### src/rtl/barrel_shifter.sv
// Registered right-shift alignment unit for the FP adder: shifts {in, guard, round}
// right by shift_amount and collects every bit pushed past the round position into sticky.
module barrel_shifter #(
    parameter int width       = 24,
    parameter int shift_width = 5
) (
    input  logic                   clk,
    input  logic                   rst_n,
    input  logic                   in_valid,
    input  logic [width-1:0]       in,
    input  logic [shift_width-1:0] shift_amount,
    output logic                   out_valid,
    output logic [width+1:0]       out,
    output logic                   sticky
);

    localparam int ext_width = width + 2;

    logic [ext_width-1:0] stage_val [0:shift_width];
    logic [shift_width:0] stage_sticky;

    assign stage_val[0]    = {in, 2'b00};
    assign stage_sticky[0] = 1'b0;

    // Stage k shifts by 2**k; a stage at least as wide as the operand flushes everything
    // into sticky, which is how oversized shift amounts saturate.
    for (genvar k = 0; k < shift_width; k++) begin : g_stage
        localparam bit flush = (64'd1 << k) >= 64'(ext_width);
        if (flush) begin : g_flush
            assign stage_val[k+1]    = shift_amount[k] ? '0 : stage_val[k];
            assign stage_sticky[k+1] = stage_sticky[k] | (shift_amount[k] & (|stage_val[k]));
        end else begin : g_shift
            localparam int amt = 1 << k;
            assign stage_val[k+1]    = shift_amount[k] ? (stage_val[k] >> amt) : stage_val[k];
            assign stage_sticky[k+1] = stage_sticky[k] | (shift_amount[k] & (|stage_val[k][amt-1:0]));
        end
    end

    always_ff @(posedge clk or negedge rst_n) begin
        if (!rst_n) begin
            out       <= '0;
            sticky    <= 1'b0;
            out_valid <= 1'b0;
        end else begin
            out       <= stage_val[shift_width];
            sticky    <= stage_sticky[shift_width];
            out_valid <= in_valid;
        end
    end

endmodule

### config.mk
export PLATFORM = sky130hd
export DESIGN_NAME = barrel_shifter
export DESIGN_NICKNAME = d
export VERILOG_FILES = /design/src/rtl/barrel_shifter.sv
export SDC_FILE = /design/constraint.sdc
export NUM_CORES = 1
export LEC_CHECK = 0
export BUFFER_PORTS_ARGS = -buffer_cell sky130_fd_sc_hd__buf_2
export CORE_MARGIN = 3
export CORE_UTILIZATION = 45
export DETAILED_ROUTE_END_ITERATION = 10
export PLACE_DENSITY = 0.7
export RECOVER_POWER = 100
export SETUP_SLACK_MARGIN = 0.2
export SLEW_MARGIN = 20
export SYNTH_ARGS = -nofsm -noshare
export SYNTH_HDL_FRONTEND = slang
export SYNTH_SLANG_ARGS = --single-unit
### constraint.sdc
create_clock -name clk -period 0.8 [get_ports clk]
set_input_delay 0.04 -clock clk [delete_from_list [all_inputs] [get_ports clk]]
set_output_delay 0.04 -clock clk [all_outputs]
set_load 0.01 [all_outputs]
# == Word-level counts from Yosys, hierarchy flattened ==
# Cells that the tools add are included.
# word_totals
mem_bits_ro,0
mem_bits_rw,0
in_bits,32
mem_count,0
output_inout_bits,28
word_cells,19
latchBits,0
register_bits,28
# classes
eq_ne,0
add_sub_neg,0
n_bitwise,7
reduce_logical,4
n_shift,0
n_mul,0
n_lt_le_gt_ge,0
div_mod_pow,0
n_mux,5
# op_table
op,n
26-bit two-way mux,5
16-bit OR reduction,1
8-bit OR reduction,1
1-bit AND,4
4-bit OR reduction,1
1-bit bitwise OR,3
2-bit OR reduction,1

# == Longest topological paths before layout ==
# Gate-level depths: netlist of run 1.
# logic_depth
word_depth,7
ltp_mapped,10
ltp_nobuf,6

# == Worst setup path before layout of run 1 ==
# No wires, ideal clock.
# synth_path
path_kind,in2reg
startpoint,input port shift_amount[1]
endpoint,register sticky
arrival_ps,2115
slack_ps,-1441
n_path_buf,2
setup_ps,126
stages,8
required_time_ps,674
path_cell_list,buf_2 -> clkbuf_1 -> mux4_2 -> mux2_4 -> or3_1 -> a211oi_1 -> nand4_1 -> a221o_1
# synth_via
elab_chain_cells,6
elab_cells_between_ends,13
cone_classes,mux: 3; bitwise: 7; reduce/logical: 3
# synth_rtl
item,line_no,rtl
"start, declared",11,"input logic [shift_width-1:0] shift_amount,"
26-bit two-way mux,34,assign stage_val[k+1] = shift_amount[k] ? (stage_val[k] >> amt) : stage_val[k];
26-bit two-way mux / 4-bit OR reduction (equally long branches),"34, 35",
"26-bit two-way mux, or another cell as far along",34,
"16-bit OR reduction, or another cell as far along",35,assign stage_sticky[k+1] = stage_sticky[k] | (shift_amount[k] & (|stage_val[k][amt-1:0]));
1-bit AND / 1-bit bitwise OR (equally long branches),35,
1-bit bitwise OR *,35,
named net stage_sticky[5],20,logic [shift_width:0] stage_sticky;
"end signal, assigned",46,sticky <= stage_sticky[shift_width];
"end, declared",14,output logic sticky
# Mark *: on every way through the listed nets, which the timed path passes. The rest lies on a longest branch.

# == Worst setup path in the final report of run 1 ==
# layout_path
startpoint,input port shift_amount[0]
endpoint,register sticky
# layout_via
elab_chain_cells,7
elab_cells_between_ends,15
cone_classes,mux: 4; bitwise: 7; reduce/logical: 4
# layout_rtl
item,line_no
26-bit two-way mux *,34
26-bit two-way mux,34
26-bit two-way mux / 4-bit OR reduction (equally long branches),"34, 35"
"26-bit two-way mux, or another cell as far along",34
"16-bit OR reduction, or another cell as far along",35
1-bit AND / 1-bit bitwise OR (equally long branches),35
1-bit bitwise OR *,35
named net stage_sticky[5],20
# Marks and branches as above.

==> results.sh, run 1 <==
export IMPL_cts_sinks=28
export IMPL_cts_max_level=1
export IMPL_synth_avg_cell_area_sq_um=10.9
export IMPL_crit_chain="buf_12 > mux4_2 > mux2_4 > a222oi_1 > nor4b_2 > nand4_1 > a221o_1"
export IMPL_multi_input_area_sq_um=1630
export IMPL_p_per_area_nw_per_um2=1220
export IMPL_yosysWarningCount=0
export IMPL_grt_pass1_vias=2270
export IMPL_min_path_type="in -> reg"
export IMPL_synth_top_cell_by_area="dfrtp_1"
export IMPL_antenna_found_initial=0
export IMPL_synth_cell_types=43
export IMPL_fp_coreArea_sq_um=4530
export IMPL_hold_violations=0
export IMPL_synth_top_cells_by_area="dfrtp_1 (32%), mux4_2 (18%), mux2i_1 (7.8%), mux4_1 (6.0%), nor2_1 (3.4%)"
export IMPL_tns_ns=-12.37
export IMPL_n_antenna_cell=0
export IMPL_cp_max_fo=5
export IMPL_yosysTopAreaCellShare_pct=31.9
export IMPL_max_stage_delay_ns=0.52
export IMPL_end_kind="flop"
export IMPL_setup_violations=33
export IMPL_fmax_mhz=511
export IMPL_post_dp_hpwl_mm=5.45
export IMPL_crit_slowest_cell="mux4_2"
export IMPL_syn_area_sq_um=2190
export IMPL_ios=60
export IMPL_drc_errors=0
export IMPL_worstMarginPinSlew_ns=0.475
export IMPL_synth_seq_cells=28
export IMPL_fin_nets=376
export IMPL_vias_per_cell=5.76
export IMPL_synth_edff_count=0
export IMPL_cts_buffers=3
export IMPL_io_buffers=59
export IMPL_crit_type="in -> reg"
export IMPL_die_y_microns=75.8
export IMPL_dr_pass1_iters=5
export IMPL_clk_path_buf_depth=2
export IMPL_fp_dieW_microns=75.8
export IMPL_p_leak_nw=1.69
export IMPL_initial_core_util_pct=48.4
export IMPL_grt_overflow_total=0
export IMPL_rows=24
export IMPL_route_vias_total=2345
export IMPL_period_share_pct=244
export IMPL_dieArea_sq_um=5750
export IMPL_rsz0062_at_grt="true"
export IMPL_routedWlPerCell_microns=17.6
export IMPL_syn_inst=201
export IMPL_slew_headroom_pct=68.3
export IMPL_placed_cells=395
export IMPL_fin_crit_ns=1.96
export IMPL_ir_drop_mv=0.635
export IMPL_setup_ws_ns=-1.16
export IMPL_clk_pin_slew_ns=0.08
export IMPL_synth_flop_cell="dfrtp_1"
export IMPL_run_status="finished, violations left"
export IMPL_cts_tree="built"
export IMPL_drtAntennaViolNets=0
export IMPL_clock_root_buffer="clkbuf_8"
export IMPL_grt_max_degree=29
export IMPL_violations="negative setup slack"
export IMPL_yosysSeqAreaShare_pct=31.9
export IMPL_seqCellArea_sq_um=701
export IMPL_final_cells=407
export IMPL_slew_violations=0
export IMPL_grt_pass1_wl_mm=11.0
export IMPL_wirelength_mm=7.16
export IMPL_synthArstFlopShare_pct=100
export IMPL_startpoint_type="primary input"
export IMPL_track_usage_pct=25.8
export IMPL_fillers=280
export IMPL_cp_data_arrival_time_ns=2.11
export IMPL_drv_cap=0
export IMPL_first_iter_violations=121
export IMPL_synthesis_nets=233
export IMPL_area_growth_pct=65.8
export IMPL_cp_required_ns=0.95
export IMPL_gp_congestion=0.942
export IMPL_drive_gt1_share_pct=65.2
## power breakdown
group	switching, mW	total (mW)	internal, mW	leakage [nW]
Sequential	0.0227	1.54	1.52	0.361
Clock	0.378	0.715	0.337	0.0216
Combinational	1.00	2.19	1.19	1.31
## what timing repair did
action / 4_1_cts / 5_1_grt
hold buffers: 2 / 0
pin swaps: 9 / 4
endpoints found under the setup margin: 55 / 83
endpoints found under the hold margin: 29 / 0
cloned: 1 / 0
resized for setup: 49 / 26
buffers inserted: 4 / 2
## per-stage QoR
| step | total power, mW | utilization (%) | worst slack (ns) | hold WS (ns) | cell area, sq um |
|---|---|---|---|---|---|
| after CTS | 4.29 | 77.2 | -1.15 | 0.112 | 3500 |
| after detailed placement | 3.35 | 70.3 | -1.60 | 0.0501 | 3190 |
| final | 4.45 | 80.2 | -1.16 | 0.128 | 3640 |
| after global routing | 4.66 | 80.2 | -1.25 | 0.142 | 3640 |
| after global placement | 3.32 | 70.3 | -1.52 | 0.0437 | 3190 |
| after floorplan | 2.49 | - | -1.19 | -0.256 | 2300 |
## worst max-delay path, delay by kind of cell
| kind | cells | cell delay [ns] |
|---|---|---|
| AOI/OAI and AO/OA | 2 | 0.77 |
| buffers and inverters | 1 | 0.09 |
| muxes | 2 | 0.82 |
| and+or+nand+nor | 2 | 0.38 |
## cell usage after synthesis (2+ instances only)
| library cell | instances |
|---|---|
| nand4_1 | 2 |
| mux2_2 | 4 |
| mux2_1 | 2 |
| clkbuf_1 | 12 |
| a2bb2oi_1 | 3 |
| nor2_1 | 20 |
| mux2i_1 | 17 |
| o21ai_0 | 5 |
| inv_1 | 5 |
| mux4_1 | 5 |
| a211oi_1 | 5 |
| o22ai_1 | 3 |
| and2_1 | 3 |
| nand2b_1 | 2 |
| or3_1 | 2 |
| dfrtp_1 | 28 |
| nand3_1 | 4 |
| nor3_1 | 9 |
| nand2_1 | 13 |
| o21ai_1 | 3 |
| mux4_2 | 18 |
| o2bb2ai_1 | 3 |
| buf_6 | 3 |
| a21oi_1 | 7 |
| nor2b_1 | 3 |
| a22oi_1 | 3 |
## per-layer routing
layer / wire length (microns) / global-route usage (%) / vias up / share of wire [%]
li1: - / - / 1064 / -
met1: 2690 / 30.4 / 1122 / 38
met2: 3700 / 43.7 / 128 / 52
met3: 393 / 3.56 / 31 / 5.5
met4: 376 / 16.9 / 0 / 5.3
met5: 0 / 0 / - / 0
## final cells by class
cell class                      instances  area share (%)
Inverter                                6           0.619
Timing Repair Buffer                  154            31.9
Clock buffer                            3            1.14
Sequential cell                        28            19.3
Tap cell                               65            2.24
Multi-Input combinational cell        151            44.8
## cell usage in the layout, fill, tap and decap left out, types with 5 or more instances in the layout
cell / n
buf_4: 74
buf_2: 53
dfrtp_1: 28
mux4_2: 22
buf_6: 20
nor2_1: 15
nand2_1: 12
mux2i_4: 7
nor3_1: 6
mux2i_1: 6
a21oi_1: 5
## flip-flops by register name (all words and copies together) (netlist names)
register / flops
out_valid: 1
out: 26
sticky: 1
## logic make-up (layout without fill, tap and decap cells)
| family | count (synthesis) | in the layout | share of synthesized area (%) |
|---|---|---|---|
| AND/OR/NAND/NOR | 63 | 63 | 14.2 |
| AO/OA/AOI/OAI | 41 | 41 | 13.0 |
| buffers and inverters | 22 | 163 | 4.85 |
| flip-flops | 28 | 28 | 31.9 |
| multiplexers | 47 | 47 | 36.0 |
## path summary, 6_finish.rpt
kind	cells past startpoint	startpoint	to	slack, ns
max in group asynchronous	3	rst_n	out[5]	0.23
worst max-delay path	7	shift_amount[0]	sticky	-1.16
worst min-delay path	3	shift_amount[4]	out[10]	0.13
min in group asynchronous	3	rst_n	out[21]	0.32
Note: power is estimated with default switching activity, not from simulation.
==> run 2, diff against run 1 <==
--- a/config.mk
+++ b/config.mk
@@ -5,12 +5,14 @@
 export SDC_FILE = /design/constraint.sdc
 export NUM_CORES = 1
 export LEC_CHECK = 0
+export ABC_CLOCK_PERIOD_IN_PS = 800
 export BUFFER_PORTS_ARGS = -buffer_cell sky130_fd_sc_hd__buf_2
 export CORE_MARGIN = 3
 export CORE_UTILIZATION = 45
 export DETAILED_ROUTE_END_ITERATION = 10
 export PLACE_DENSITY = 0.7
 export RECOVER_POWER = 100
+export REMOVE_ABC_BUFFERS = 1
 export SETUP_SLACK_MARGIN = 0.2
 export SLEW_MARGIN = 20
 export SYNTH_ARGS = -nofsm -noshare
==> results.sh, run 2 (same netlist as run 1, synthesis figures left out) <==
export IMPL_area_growth_pct=78.3
export IMPL_p_per_area_nw_per_um2=1310
export IMPL_rsz0062_at_grt="true"
export IMPL_run_status="finished, violations left"
export IMPL_p_leak_nw=1.83
export IMPL_initial_core_util_pct=48.4
export IMPL_clk_pin_slew_ns=0.10
export IMPL_fp_dieW_microns=75.8
export IMPL_crit_slowest_cell="mux4_2"
export IMPL_route_vias_total=2586
export IMPL_drc_errors=0
export IMPL_final_cells=427
export IMPL_clk_path_buf_depth=2
export IMPL_fin_nets=395
export IMPL_track_usage_pct=26.4
export IMPL_drv_cap=0
export IMPL_final_common_cell="buf_4"
export IMPL_wirelength_mm=8.56
export IMPL_gp_congestion=0.913
export IMPL_vias_per_cell=6.06
export IMPL_post_dp_hpwl_mm=5.22
export IMPL_period_share_pct=251
export IMPL_cts_tree="built"
export IMPL_critPathBufInv=1
export IMPL_reg_top3="out (26), out_valid (1), sticky (1)"
export IMPL_crit_type="in -> reg"
export IMPL_max_stage_delay_ns=0.53
export IMPL_largest_register="out"
export IMPL_grt_pass1_vias=2335
export IMPL_end_kind="flop"
export IMPL_fp_coreArea_sq_um=4530
export IMPL_first_iter_violations=283
export IMPL_fin_total_pwr_mw=5.14
export IMPL_setup_ws_ns=-1.21
export IMPL_crit_family="multiplexers"
export IMPL_drive_gt1_share_pct=70.2
export IMPL_dr_pass1_iters=5
export IMPL_setup_violations=53
export IMPL_die_y_microns=75.8
export IMPL_cts_max_level=1
export IMPL_grt_max_degree=29
export IMPL_dieArea_sq_um=5750
export IMPL_final_util_pct=86.3
export IMPL_fmax_mhz=498
export IMPL_worstMarginPinSlew_ns=0.461
export IMPL_cp_required_ns=0.96
export IMPL_cp_data_arrival_time_ns=2.17
export IMPL_clock_root_buffer="clkbuf_8"
export IMPL_grt_use_met2_pct=48.0
export IMPL_cts_buffers=3
export IMPL_violations="negative setup slack"
export IMPL_slew_violations=0
export IMPL_crit_chain="buf_12 > mux4_2 > mux2_4 > a222oi_1 > nor4b_2 > nand4_1 > a221o_1"
export IMPL_grt_use_met1_pct=32.4
export IMPL_slew_headroom_pct=69.0
export IMPL_hold_violations=0
export IMPL_antenna_found_initial=0
export IMPL_grt_overflow_total=0
export IMPL_min_path_type="in -> reg"
export IMPL_ios=60
export IMPL_mostFrequentLayoutCells="buf_4 (85), buf_2 (55), dfrtp_1 (28)"
export IMPL_fin_crit_ns=2.01
export IMPL_rows=24
export IMPL_ir_drop_mv=0.716
export IMPL_routedWlPerCell_microns=20.1
export IMPL_grt_pass1_wl_mm=11.5
export IMPL_grt_use_met3_pct=2.64
export IMPL_startpoint_type="primary input"
export IMPL_cp_max_fo=5
export IMPL_grt_busiest_layer="met2"
export IMPL_largest_reg_flops=26
export IMPL_io_buffers=59
export IMPL_drtAntennaViolNets=0
export IMPL_cts_sinks=28
export IMPL_placed_cells=393
export IMPL_n_antenna_cell=0
[run 2: tightest hold or removal path, delay by kind of cell]
kind	cells	cell delay (ns)
buffers and inverters	2	0.27
AND/OR/NAND/NOR	1	0.05
[run 2: path summary, 6_finish.rpt]
kind	from	endpoint	slack, ns	cells after the start
hold / removal	shift_amount[3]	out[21]	0.12	3
setup / recovery	shift_amount[0]	sticky	-1.21	7
max in group asynchronous	rst_n	out[10]	0.20	3
min in group asynchronous	rst_n	out_valid	0.31	3
[run 2: final cells by class]
class / count / area [sq um]
multi-input combinational: 151 / 1680
sequential: 28 / 701
clock inverter: 1 / 30.0
fill: 212 / 623
tap: 65 / 81.3
inverter: 6 / 22.5
clock buffer: 3 / 41.3
timing repair buffer: 173 / 1350
[run 2: metrics by stage]
stage	TNS (ns)	area (sq um)	setup slack (ns)	hold slack [ns]
after detailed placement	-23.71	3140	-1.58	0.0553
after CTS	-13.08	3650	-1.09	0.142
after global placement	-22.99	3140	-1.52	0.0466
after global routing	-16.70	3910	-1.33	0.130
after floorplan	-7.97	2110	-1.24	-0.256
final	-14.93	3910	-1.21	0.119
[run 2: routing by layer]
metal / vias to the layer above / wire length [microns]
met1: 1252 / 3150
met2: 183 / 4380
met4: 0 / 383
met3: 47 / 647
met5: - / 0
li1: 1104 / -
[run 2: power by group]
group | switching [mW] | internal, mW | leakage [nW]
clock | 0.456 | 0.670 | 0.0357
sequential | 0.0269 | 1.52 | 0.361
combinational | 1.13 | 1.34 | 1.43
total | 1.61 | 3.53 | 1.83
[run 2: repair_timing]
action	CTS	global route
setup buffers	18	9
hold buffers	2	0
endpoints found under the hold margin	29	0
gates cloned	1	0
gates resized for setup	72	38
setup endpoints to repair	55	83
pin swaps	14	13
